### src/rtl/cla_word_sequencer.sv
// Multi-cycle adder: adds one DWL-bit slice per cycle through a carry-lookahead
// slice; result valid WORDS cycles after accept and held until out_ready.
module cla_word_sequencer #(
  parameter int DWL   = 4,
  parameter int WORDS = 4
) (
  input  logic                 clk,
  input  logic                 rst_n,
  input  logic                 in_valid,
  output logic                 in_ready,
  input  logic [DWL*WORDS-1:0] a,
  input  logic [DWL*WORDS-1:0] b,
  input  logic                 cin,
  output logic                 out_valid,
  input  logic                 out_ready,
  output logic [DWL*WORDS-1:0] sum,
  output logic                 cout,
  output logic                 ovf,
  output logic                 busy
);

  localparam int W  = DWL * WORDS;
  localparam int IW = (WORDS > 1) ? $clog2(WORDS) : 1;

  typedef enum logic [1:0] {IDLE, ADD, DONE} state_t;

  state_t          state;
  logic [IW-1:0]   idx;
  logic            carry;
  logic [W-1:0]    a_q, b_q;
  logic [DWL-1:0]  sa, sb, p, g, s;
  logic [DWL:0]    c;

  // Every carry is a flat sum-of-products of the slice's P/G terms and c0.
  function automatic logic [DWL:0] lookahead(input logic [DWL-1:0] pp,
                                             input logic [DWL-1:0] gg,
                                             input logic           c0);
    logic [DWL:0] cv;
    logic         term;
    cv    = '0;
    cv[0] = c0;
    for (int i = 0; i < DWL; i++) begin
      term = c0;
      for (int j = 0; j <= i; j++) term = term & pp[j];
      cv[i+1] = term;
      for (int j = 0; j <= i; j++) begin
        term = gg[j];
        for (int k = j + 1; k <= i; k++) term = term & pp[k];
        cv[i+1] = cv[i+1] | term;
      end
    end
    return cv;
  endfunction

  always_comb begin
    sa = a_q[int'(idx)*DWL +: DWL];
    sb = b_q[int'(idx)*DWL +: DWL];
    p  = sa ^ sb;
    g  = sa & sb;
    c  = lookahead(p, g, carry);
    s  = p ^ c[DWL-1:0];
  end

  always_ff @(posedge clk or negedge rst_n) begin
    if (!rst_n) begin
      state     <= IDLE;
      idx       <= '0;
      carry     <= 1'b0;
      a_q       <= '0;
      b_q       <= '0;
      sum       <= '0;
      cout      <= 1'b0;
      ovf       <= 1'b0;
      in_ready  <= 1'b1;
      out_valid <= 1'b0;
      busy      <= 1'b0;
    end else begin
      case (state)
        IDLE: begin
          if (in_valid) begin
            a_q      <= a;
            b_q      <= b;
            carry    <= cin;
            idx      <= '0;
            state    <= ADD;
            in_ready <= 1'b0;
            busy     <= 1'b1;
          end
        end
        ADD: begin
          sum[int'(idx)*DWL +: DWL] <= s;
          carry <= c[DWL];
          idx   <= idx + 1'b1;
          if (idx == IW'(WORDS - 1)) begin
            // s[DWL-1] is the final sum MSB, written on this same edge.
            state     <= DONE;
            cout      <= c[DWL];
            ovf       <= (a_q[W-1] == b_q[W-1]) && (s[DWL-1] != a_q[W-1]);
            out_valid <= 1'b1;
          end
        end
        DONE: begin
          if (out_ready) begin
            state     <= IDLE;
            out_valid <= 1'b0;
            busy      <= 1'b0;
            in_ready  <= 1'b1;
          end
        end
        default: begin
          state     <= IDLE;
          out_valid <= 1'b0;
          busy      <= 1'b0;
          in_ready  <= 1'b1;
        end
      endcase
    end
  end

endmodule

### config.mk
export PLATFORM = sky130hd
export DESIGN_NAME = cla_word_sequencer
export DESIGN_NICKNAME = d
export VERILOG_FILES = /design/src/rtl/cla_word_sequencer.sv
export SDC_FILE = /design/constraint.sdc
export NUM_CORES = 1
export LEC_CHECK = 0
export BUFFER_PORTS_ARGS = -buffer_cell sky130_fd_sc_hd__buf_2
export CAP_MARGIN = 20
export CELL_PAD_IN_SITES_DETAIL_PLACEMENT = 0
export CELL_PAD_IN_SITES_GLOBAL_PLACEMENT = 2
export CORE_MARGIN = 5
export CORE_UTILIZATION = 38
export CTS_BUF_LIST = sky130_fd_sc_hd__clkbuf_4 sky130_fd_sc_hd__clkbuf_8
export DETAILED_ROUTE_END_ITERATION = 7
export HOLD_SLACK_MARGIN = 0.05
export MAX_ROUTING_LAYER = met4
export PLACE_DENSITY_LB_ADDON = 0.1
export SETUP_SLACK_MARGIN = 0.3
export SLEW_MARGIN = 25
export SYNTH_ARGS = -nofsm -noshare
export SYNTH_HDL_FRONTEND = slang
export SYNTH_SLANG_ARGS = --single-unit
### constraint.sdc
create_clock -name clk -period 4.5 [get_ports clk]
set_input_delay 0.225 -clock clk [delete_from_list [all_inputs] [get_ports clk]]
set_output_delay 0.225 -clock clk [all_outputs]
set_load 0.01 [all_outputs]
==> metrics, run 1 <==
number of enable flip-flop cells after synthesis 0; routed via count 1774; num rows 30; worst-path cell chain buf_4, mux4_2, ha_1, ha_1, o211ai_2, a21boi_1, or4_1, a41oi_2; peak supply drop 0.2988 mV; predominant post-synthesis flop cell dfrtp_1; Max FO, Critical Path 11; compound-gate portion of the synthesized area 0.09234; total of max-cap violations 0; clk_lat worst skew 0.33 ns; final clock skew 0.005302 ns; port bufs 57; DP HPWL around 4000 um; RSZ-0062 raised after global routing no; Routed WL roughly 5500 um; antenna violations before repair 0; pwr/cell area between 800 and 900 nW/um^2; routability cong. between 0.7 and 0.8; clock tree buffer depth 2; fin. max-slew vios 0; Crit Path Category reg -> reg; CTS tree built; DR iter-0 viols 42; largest area contributor in the netlist dfrtp_1; Ys Warns 0; worst path arrival time 3.18 ns; largest cells by area after synthesis dfrtp_1 53%, mux2_1 13%, mux4_2 6.6%, ha_1 5.1%, a22o_1 2.9%; Worst-Margin Slew 0.7320 ns; CTS buffer count 9; critical path's top delay family flip-flops; final core utilization 0.4780; remaining global-route overflow 0; Post-Synth Adder-Cell Area 0.05817; total power 2703 uW; global-route wire length before repair between 9000 and 10000 um; largest net degree at the start of global routing a little under 60; M2 GR Usage 0.2139; vias in the first global route 1793; status finished, final reports clean; GR Util All Layers 0.1417; worst path required time approximately 4.8 ns; root buf cell clkbuf_8; min-delay worst type in -> reg; syn_nets ~260; relative slew slack 0.5120; Post-Synth Simple-Gate Area 0.07572; min cycle time layout 2.929 ns; CP startpoint kind register; Vias/cell 4.795; Hold Buf Count CTS 1; clock-pin slew on the worst setup and hold paths 0.06 ns; # IOs 58; antenna-violating nets left 0; GR Util met3 0.04223; core region area 6869 um^2; buffers and inverters on the worst path 1; Largest stage delay, worst path 0.54 ns; flip-flop and latch area 1453 um^2; multi-input logic area 1174 um^2; final net count 319; xor/xnor share of the synthesized area 0.006464; H-Tree Level Count 3; diodes inserted 0; number of cells produced by synthesis 206; Seq cells post-synth 58; Async SR Flop Fraction 1.000; post-synthesis mux area share 0.1994; CTS-repair resized insts 0; CP most frequent cell ha_1; part of the cycle the worst path needs 0.6510; Netlist Area Pre-Place 2710 um^2; DR pass1 iterations 4; GR peak layer met2; total setup violations reported at the end of the flow 0; synth unique cells 37; top-area cell type share of the netlist area 0.5263; Leak between 0.0015 and 0.002 uW; Hold Fails Final Rpt 0; GR Layer Usage met1 0.1723; DRC 0; setup TNS 0 ns; Seq/Total Area, Yosys 0.5360; combinational family with the most area after synthesis multiplexers; Sink Count 58; fillcell total 626; DR WL/cell 14.97 um; Setup crit end kind register; FMAX 341.4 MHz; Area Overhead vs Synth 21.15%; Die Area a little under 9000 um^2; Crit-path slowest cell dfrtp_1; Mean Syn Cell Area 13.16 um^2; share of layout cells above drive strength 1 0.3212; overall die width 94.45 um; die height 94.45 um; Post-CTS Setup Repair Bufs 0; Initial Util 0.3945
-- cell type report --
type / count / share of cell area
well taps: 96 / 0.03659
clock inverters: 3 / 0.01220
flip-flops and latches: 58 / 0.4425
repair buffers: 61 / 0.09680
multi-input cells: 133 / 0.3575
clock buffers: 12 / 0.04649
inverters: 7 / 0.008003
-- per-layer routing --
| layer | up-vias | share of wire | wire, um |
|---|---|---|---|
| li1 | 869 | - | - |
| met1 | 848 | 0.47 | 2588 |
| met2 | 45 | 0.47 | 2586 |
| met4 | 0 | 0.019 | 106 |
| met3 | 12 | 0.047 | 259 |
| met5 | - | 0 | 0 |
-- synth_stat cells, drive strengths merged, types with 2 or more instances --
| cell | number |
|---|---|
| a21oi | 5 |
| a22o | 9 |
| buf | 7 |
| dfrtp | 57 |
| ha | 11 |
| inv | 7 |
| mux2 | 32 |
| mux4 | 8 |
| nand2 | 19 |
| nand2b | 2 |
| nand4 | 3 |
| nor2 | 10 |
| nor2b | 3 |
| o211ai | 2 |
| o21ai | 13 |
-- path summary, 6_finish.rpt --
path / start / to / slack (ns) / cells after the start
worst max register to register: idx[0]$_DFFE_PN0P_ / ovf$_DFFE_PN0P_ / 1.57 / 8
worst max-delay path: idx[0]$_DFFE_PN0P_ / ovf$_DFFE_PN0P_ / 1.57 / 8
worst min register to register: sum[8]$_DFFE_PN0P_ / sum[8]$_DFFE_PN0P_ / 0.48 / 2
worst min-delay path: a[6] / a_q[6]$_DFFE_PN0P_ / 0.10 / 2
min in group asynchronous: rst_n / busy$_DFFE_PN0P_ / 0.56 / 3
max in group asynchronous: rst_n / sum[0]$_DFFE_PN0P_ / 3.44 / 3
-- logic make-up (layout without fill, tap and decap cells) --
kind of cell,count (synthesis),after routing
flops,58,58
buf+inv,15,83
xor+xnor,2,2
compound gates,36,36
simple gates,43,43
fa+ha+maj,12,12
mux,40,40
-- stage by stage --
stage          hold slack, ns  instances  setup WS (ns)  instance area, um^2
6_report               0.1014        370          1.571                 3283
5_1_grt               0.08214        370          1.413                 3283
3_3_place_gp           0.4221        354          1.588                 3080
3_5_place_dp           0.4200        354          1.549                 3080
4_1_cts               0.07836        370          1.540                 3283
2_1_floorplan        -0.07059        206          1.850                 2710
-- sequential cells by signal, indices dropped and copies added (netlist names) --
| name | flops |
|---|---|
| a_q | 16 |
| b_q | 16 |
| sum | 16 |
| idx | 2 |
| state | 2 |
| busy | 1 |
| carry | 1 |
| cout | 1 |
| in_ready | 1 |
| out_valid | 1 |
| ovf | 1 |
-- power by group --
part / leakage (uW) / internal (uW) / switching [uW]
combinational: 0.000727 / 580 / 707
clock: 0.000103 / 278 / 190
sequential: 0.000714 / 771 / 177
total: 0.00154 / 1630 / 1070
-- placed cells by master (no fill, tap or decap), drive strengths merged, types with 2 or more instances in the layout --
master / netlist / final
clkinv: 0 / 2
inv: 7 / 7
nand4: 3 / 3
a21oi: 5 / 5
buf: 7 / 60
o21ai: 13 / 13
clkbuf: 1 / 12
nor2b: 3 / 3
o211ai: 2 / 2
mux2: 32 / 32
ha: 11 / 11
a22o: 9 / 9
mux4: 8 / 8
nor2: 10 / 10
dfrtp: 57 / 57
nand2: 19 / 19
nand2b: 2 / 2
Power figures use the tool's default switching activity.
==> run 2: changes to the inputs <==
clock period = 3.1 ns   (was 4.5 ns; I/O delays follow)
==> metrics, run 2 (same netlist as run 1, synthesis figures left out) <==
commonest non-fill, non-tap cells in the layout 56 x buf_2, 55 x dfrtp_1, 33 x dlygate4sd3_1 (was 57 x dfrtp_1, 57 x buf_2, 32 x mux2_1); Reg-to-Reg End ovf$_DFFE_PN0P_ (unchanged); # IOs 58 (unchanged); DR WL/cell 14.30 um (was 14.97 um); Setup crit end kind register (unchanged); M2 GR Usage 0.2382 (was 0.2139); min cycle time layout 2.611 ns (was 2.929 ns); clk_lat worst skew 0.34 ns (was 0.33 ns); Switching Fraction 0.3969 (was 0.3974); Worst-Margin Slew 0.6087 ns (was 0.7320 ns); part of the cycle the worst path needs 0.8424 (was 0.6510); setup TNS 0 ns (unchanged); GR Util All Layers 0.1525 (was 0.1417); Die Area 8921 um^2 (unchanged); Hold EP carry$_DFFE_PN0P_ (was a_q[6]$_DFFE_PN0P_); hold path depth 3 (was 2); GR Layer Usage met1 0.1797 (was 0.1723); Flop pwr share 0.342 (was 0.351); final core utilization 0.5282 (was 0.4780); FMAX 382.9 MHz (was 341.4 MHz); min-delay worst type in -> reg (unchanged); pwr/cell area 1111 nW/um^2 (was 823.4 nW/um^2); antenna violations before repair 0 (unchanged); CTS buffer count 9 (unchanged); core region area 6869 um^2 (unchanged); remaining global-route overflow 0 (unchanged); status finished, final reports clean (unchanged); clock-pin slew on the worst setup and hold paths 0.06 ns (about the same); DRC 0 (unchanged); Placed Cells 357 (was 354); final clock skew 0.006234 ns (was 0.005302 ns); root buf cell clkbuf_8 (unchanged); Vias/cell 4.768 (was 4.795); Leak 0.001692 uW (was 0.001545 uW); Sw Pwr 1599 uW (was 1074 uW); die height 94.45 um (unchanged); peak supply drop 0.6065 mV (was 0.2988 mV); Crit Path Category reg -> reg (unchanged); GR peak layer met2 (unchanged); Post-CTS Setup Repair Bufs 0 (unchanged); routability cong. 0.7652 (was 0.7390); CP startpoint kind register (unchanged); final net count 354 (was 319); Internal Pwr Total 2430 uW (was 1629 uW); Reg2Reg Setup Slack 0.49 ns (was 1.57 ns); Initial Util 0.3945 (unchanged); diodes inserted 0 (unchanged); share of layout cells above drive strength 1 0.3032 (was 0.3212); Routed WL 5804 um (was 5539 um); fin. max-slew vios 0 (unchanged); antenna-violating nets left 0 (unchanged); relative slew slack 0.5942 (was 0.5120); H-Tree Level Count 3 (unchanged); Largest regs a_q (16), b_q (16), sum (16) (unchanged); Hold Startpoint cin (was a[6]); Sink Count 58 (unchanged); reg2reg start idx[0]$_DFFE_PN0P_ (unchanged); combinational share of power 0.497 (was 0.476); num rows 30 (unchanged); DR iter-0 viols 37 (was 42); total setup violations reported at the end of the flow 0 (unchanged); port bufs 57 (unchanged); worst path required time 3.36 ns (was 4.75 ns); CTS tree built (unchanged); Worst Reg2Reg Path Length in Cells 7 (was 8); routed via count 1936 (was 1774); Area Overhead vs Synth 33.89% (was 21.15%); DR pass1 iterations 4 (unchanged); final std cells w/o fill 406 (was 370); clock tree buffer depth 2 (unchanged); total of max-cap violations 0 (unchanged); clock group share of total power 0.161 (was 0.173); overall die width 94.45 um (unchanged); vias in the first global route 2016 (was 1793); global-route wire length before repair 9977 um (was 9045 um); GR Util met3 0.05498 (was 0.04223); DP HPWL 4161 um (was 4039 um); Max FO, Critical Path 6 (was 11); fillcell total 605 (was 626); worst path arrival time 2.87 ns (was 3.18 ns); leading cell type in the layout, fill and taps excluded buf_2; RSZ-0062 raised after global routing no (unchanged); largest net degree at the start of global routing 50 (was 59); Hold Fails Final Rpt 0 (unchanged)
-- run 2: changes by cell type in the layout (fill, tap and decap cells not counted) --
cell           delta
dfrtp_2           +2
buf_4             +4
dfrtp_1           -2
bufinv_16         -1
buf_2             -1
dlygate4sd3_1    +32
clkbuf_8          +2
-- run 2: final cells by class --
cell class | instances | area [um^2] | share of cell area
flip-flops and latches | 58 | 1455 | 0.4010
clock buffers | 14 | 180.2 | 0.04966
repair buffers | 96 | 663.1 | 0.1828
well taps | 96 | 120.1 | 0.03310
inverters | 7 | 26.28 | 0.007241
clock inverters | 2 | 10.01 | 0.002759
multi-input cells | 133 | 1174 | 0.3234
-- run 2: worst max-delay path: stages (launching register included) --
cell and delay, ns:
dfrtp_2 0.43, buf_4 0.19, mux4_2 0.51, ha_1 0.36
a21oi_1 0.19, a21boi_1 0.14, or4_1 0.50, a41oi_2 0.20
-- run 2: metrics by stage --
stage	power [uW]	setup slack [ns]	hold slack, ns	instance area [um^2]
after floorplan	2724	0.4499	-0.1406	2710
after global placement	3396	0.4674	0.3707	3103
after detailed placement	3409	0.4118	0.2168	3105
after CTS	4115	0.3910	0.07186	3626
after global routing	4394	0.3194	0.1185	3628
final	4030	0.4885	0.08685	3628
-- run 2: power by group through the flow --
stage / logic, uW / clock network (uW) / registers, uW
5_1_grt: 2240 / 714 / 1430
2_1_floorplan: 1390 / 0 / 1330
3_3_place_gp: 2000 / 0 / 1400
6_report: 2000 / 650 / 1380
4_1_cts: 2060 / 671 / 1390
3_5_place_dp: 2010 / 0 / 1400
-- run 2: worst max path at each step --
| stage | cells past startpoint | to | startpoint |
|---|---|---|---|
| 2_1_floorplan | 7 | ovf$_DFFE_PN0P_ | idx[0]$_DFFE_PN0P_ |
| 3_3_place_gp | 7 | ovf$_DFFE_PN0P_ | idx[1]$_DFFE_PN0P_ |
| 3_5_place_dp | 7 | ovf$_DFFE_PN0P_ | idx[0]$_DFFE_PN0P_ |
| 4_1_cts | 7 | ovf$_DFFE_PN0P_ | idx[0]$_DFFE_PN0P_ |
| 5_1_grt | 7 | ovf$_DFFE_PN0P_ | idx[0]$_DFFE_PN0P_ |
| 6_report | 7 | ovf$_DFFE_PN0P_ | idx[0]$_DFFE_PN0P_ |
-- run 2: repair_timing --
item                                    4_1_cts  5_1_grt
endpoints found under the hold margin        78        0
hold buffers                                 33        0
endpoints found under the setup margin        0        1
gates resized for setup                       0        2
-- run 2: per-layer routing --
layer / share of wire / vias to the layer above
li1: - / 945
met1: 0.44 / 929
met2: 0.48 / 46
met3: 0.060 / 16
met4: 0.023 / 0
met5: 0 / -
==> run 3: changes to the inputs <==
CORE_UTILIZATION = 34   (was 38)
clock period = 2.4 ns   (was 3.1 ns; I/O delays follow)
==> metrics, run 3 (same netlist as run 1, synthesis figures left out) <==
fin. max-slew vios 0 (unchanged); RSZ-0062 raised after global routing yes (was no); part of the cycle the worst path needs 0.9759 (was 0.8424); FMAX 426.9 MHz (was 382.9 MHz); final net count 362 (was 354); combinational share of power 0.535 (was 0.497); Switching Fraction 0.3724 (was 0.3969); antenna violations before repair 0 (unchanged); status finished, final reports clean (unchanged); Worst Reg2Reg Path Length in Cells 7 (unchanged); root buf cell clkbuf_8 (unchanged); setup TNS 0 ns (unchanged); Crit Path Category reg -> reg (unchanged); port bufs 57 (unchanged); num rows 32 (was 30); H-Tree Level Count 3 (unchanged); clock-pin slew on the worst setup and hold paths 0.07 ns (was 0.06 ns); Reg-to-Reg End ovf$_DFFE_PN0P_ (unchanged); CP startpoint kind register (unchanged); Setup crit end kind register (unchanged); remaining global-route overflow 0 (unchanged); GR Util All Layers 0.1413 (was 0.1525); DRC 0 (unchanged); overall die width 99.28 um (was 94.45 um); Hold EP out_valid$_DFFE_PN0P_ (was carry$_DFFE_PN0P_); clk_lat worst skew 0.34 ns (about the same); relative slew slack 0.5443 (was 0.5942); Routed WL 6214 um (was 5804 um); Placed Cells 369 (was 357); hold path depth 4 (was 3); commonest non-fill, non-tap cells in the layout 57 x buf_2, 56 x dfrtp_1, 34 x dlygate4sd3_1 (was 56 x buf_2, 55 x dfrtp_1, 33 x dlygate4sd3_1); global-route wire length before repair 10320 um (was 9977 um); Hold Startpoint out_ready (was cin); clock tree buffer depth 2 (unchanged); reg2reg start idx[0]$_DFFE_PN0P_ (unchanged); leading cell type in the layout, fill and taps excluded buf_2 (unchanged); # IOs 58 (unchanged); core region area 7727 um^2 (was 6869 um^2); largest net degree at the start of global routing 34 (was 50); routed via count 1995 (was 1936); clock group share of total power 0.181 (was 0.161); DR WL/cell 14.80 um (was 14.30 um); peak supply drop 0.6723 mV (was 0.6065 mV); worst path required time 2.66 ns (was 3.36 ns); final std cells w/o fill 420 (was 406); dpl ws -0.03732 ns (was 0.4118 ns); pwr/cell area 1611 nW/um^2 (was 1111 nW/um^2); Flop pwr share 0.284 (was 0.342); diodes inserted 0 (unchanged); Die Area 9857 um^2 (was 8921 um^2); routability cong. 0.7414 (was 0.7652); fin worst setup slack 0.05776 ns (was 0.4885 ns); Internal Pwr Total 3903 uW (was 2430 uW); final clock skew 0.009027 ns (was 0.006234 ns); Worst-Margin Slew 0.6836 ns (was 0.6087 ns); vias in the first global route 2087 (was 2016); Vias/cell 4.750 (was 4.768); DP HPWL 4494 um (was 4161 um); total setup violations reported at the end of the flow 0 (unchanged); CTS buffer count 9 (unchanged); die height 99.28 um (was 94.45 um); DR pass1 iterations 2 (was 4); antenna-violating nets left 0 (unchanged); DR iter-0 viols 64 (was 37); CTS tree built (unchanged); worst path arrival time 2.60 ns (was 2.87 ns); Reg2Reg Setup Slack 0.06 ns (was 0.49 ns); Sink Count 58 (unchanged); Sw Pwr 2315 uW (was 1599 uW); share of layout cells above drive strength 1 0.3491 (was 0.3032); Hold Fails Final Rpt 0 (unchanged); Largest regs a_q (16), b_q (16), sum (16) (unchanged); min-delay worst type in -> reg (unchanged); total of max-cap violations 0 (unchanged); Leak 0.001773 uW (was 0.001692 uW); Area Overhead vs Synth 42.43% (was 33.89%); min cycle time layout 2.342 ns (was 2.611 ns); Max FO, Critical Path 4 (was 6); Initial Util 0.3507 (was 0.3945)
-- run 3: cell count changes in the layout (fill, tap and decap cells not counted), moves of 2 or more --
cell       previous run  this run
buf_4                 7        11
ha_1                 11         7
ha_4                  0         4
bufinv_16             0         3
buf_12                0         2
clkbuf_4              2         0
nor2_1               10         8
o21ai_1              10         8
o21ai_2               0         2
-- run 3: power groups by stage --
stage | registers, uW | logic (uW) | clock network, uW
floorplan | 1730 | 2030 | 0
global placement | 1800 | 3220 | 0
detailed placement | 1800 | 3250 | 0
CTS | 1780 | 3390 | 1160
global route | 1840 | 3690 | 1200
finish | 1770 | 3320 | 1130
-- run 3: area by class of cell --
class	instances	area, um^2
timing repair buffer	104	748.2
clock inverter	5	100.1
tap	102	127.6
clock buffer	11	151.4
fill	710	3867
inverter	7	26.28
sequential	58	1454
multi-input combinational	133	1252
-- run 3: worst max path at each step --
stage	slack [ns]	end	from	cells after the start
after CTS	0.003	ovf$_DFFE_PN0P_	idx[0]$_DFFE_PN0P_	7
final	0.06	ovf$_DFFE_PN0P_	idx[0]$_DFFE_PN0P_	7
after floorplan	0.008	ovf$_DFFE_PN0P_	idx[0]$_DFFE_PN0P_	7
after global routing	-0.02	ovf$_DFFE_PN0P_	idx[0]$_DFFE_PN0P_	7
after global placement	-0.01	ovf$_DFFE_PN0P_	idx[0]$_DFFE_PN0P_	7
after detailed placement	-0.04	ovf$_DFFE_PN0P_	idx[0]$_DFFE_PN0P_	7
-- run 3: through the flow --
stage          power (uW)    util  area [um^2]  hold WS (ns)
6_report             6218  0.4995         3860       0.07770
5_1_grt              6722  0.4995         3860        0.1007
4_1_cts              6335  0.4982         3850       0.06322
3_5_place_dp         5049  0.4192         3239        0.1987
3_3_place_gp         5021  0.4192         3239        0.2071
2_1_floorplan        3756       -         2776       -0.1756
-- run 3: timing repair --
item                                    in CTS  in global routing
endpoints found under the hold margin       60                  0
resized for setup                            3                  3
setup buffers                                1                  0
hold buffers                                34                  0
endpoints found under the setup margin      11                 13
pin swaps                                   10                  4
-- run 3: routing by layer --
metal | vias to the layer above | wire length, um | GRT usage
met5 | - | 0 | -
met4 | 0 | 94 | 0.06092
met3 | 11 | 277 | 0.03997
met2 | 46 | 3176 | 0.2345
met1 | 977 | 2666 | 0.1593
li1 | 961 | - | -
-- run 3: worst max-delay path, stage by stage, from the launching register on --
cell and delay [ns]:
dfrtp_2 0.43, mux4_2 0.56, ha_4 0.27, ha_4 0.15
o211ai_2 0.16, a21boi_2 0.08, or4_4 0.48, a41oi_2 0.13
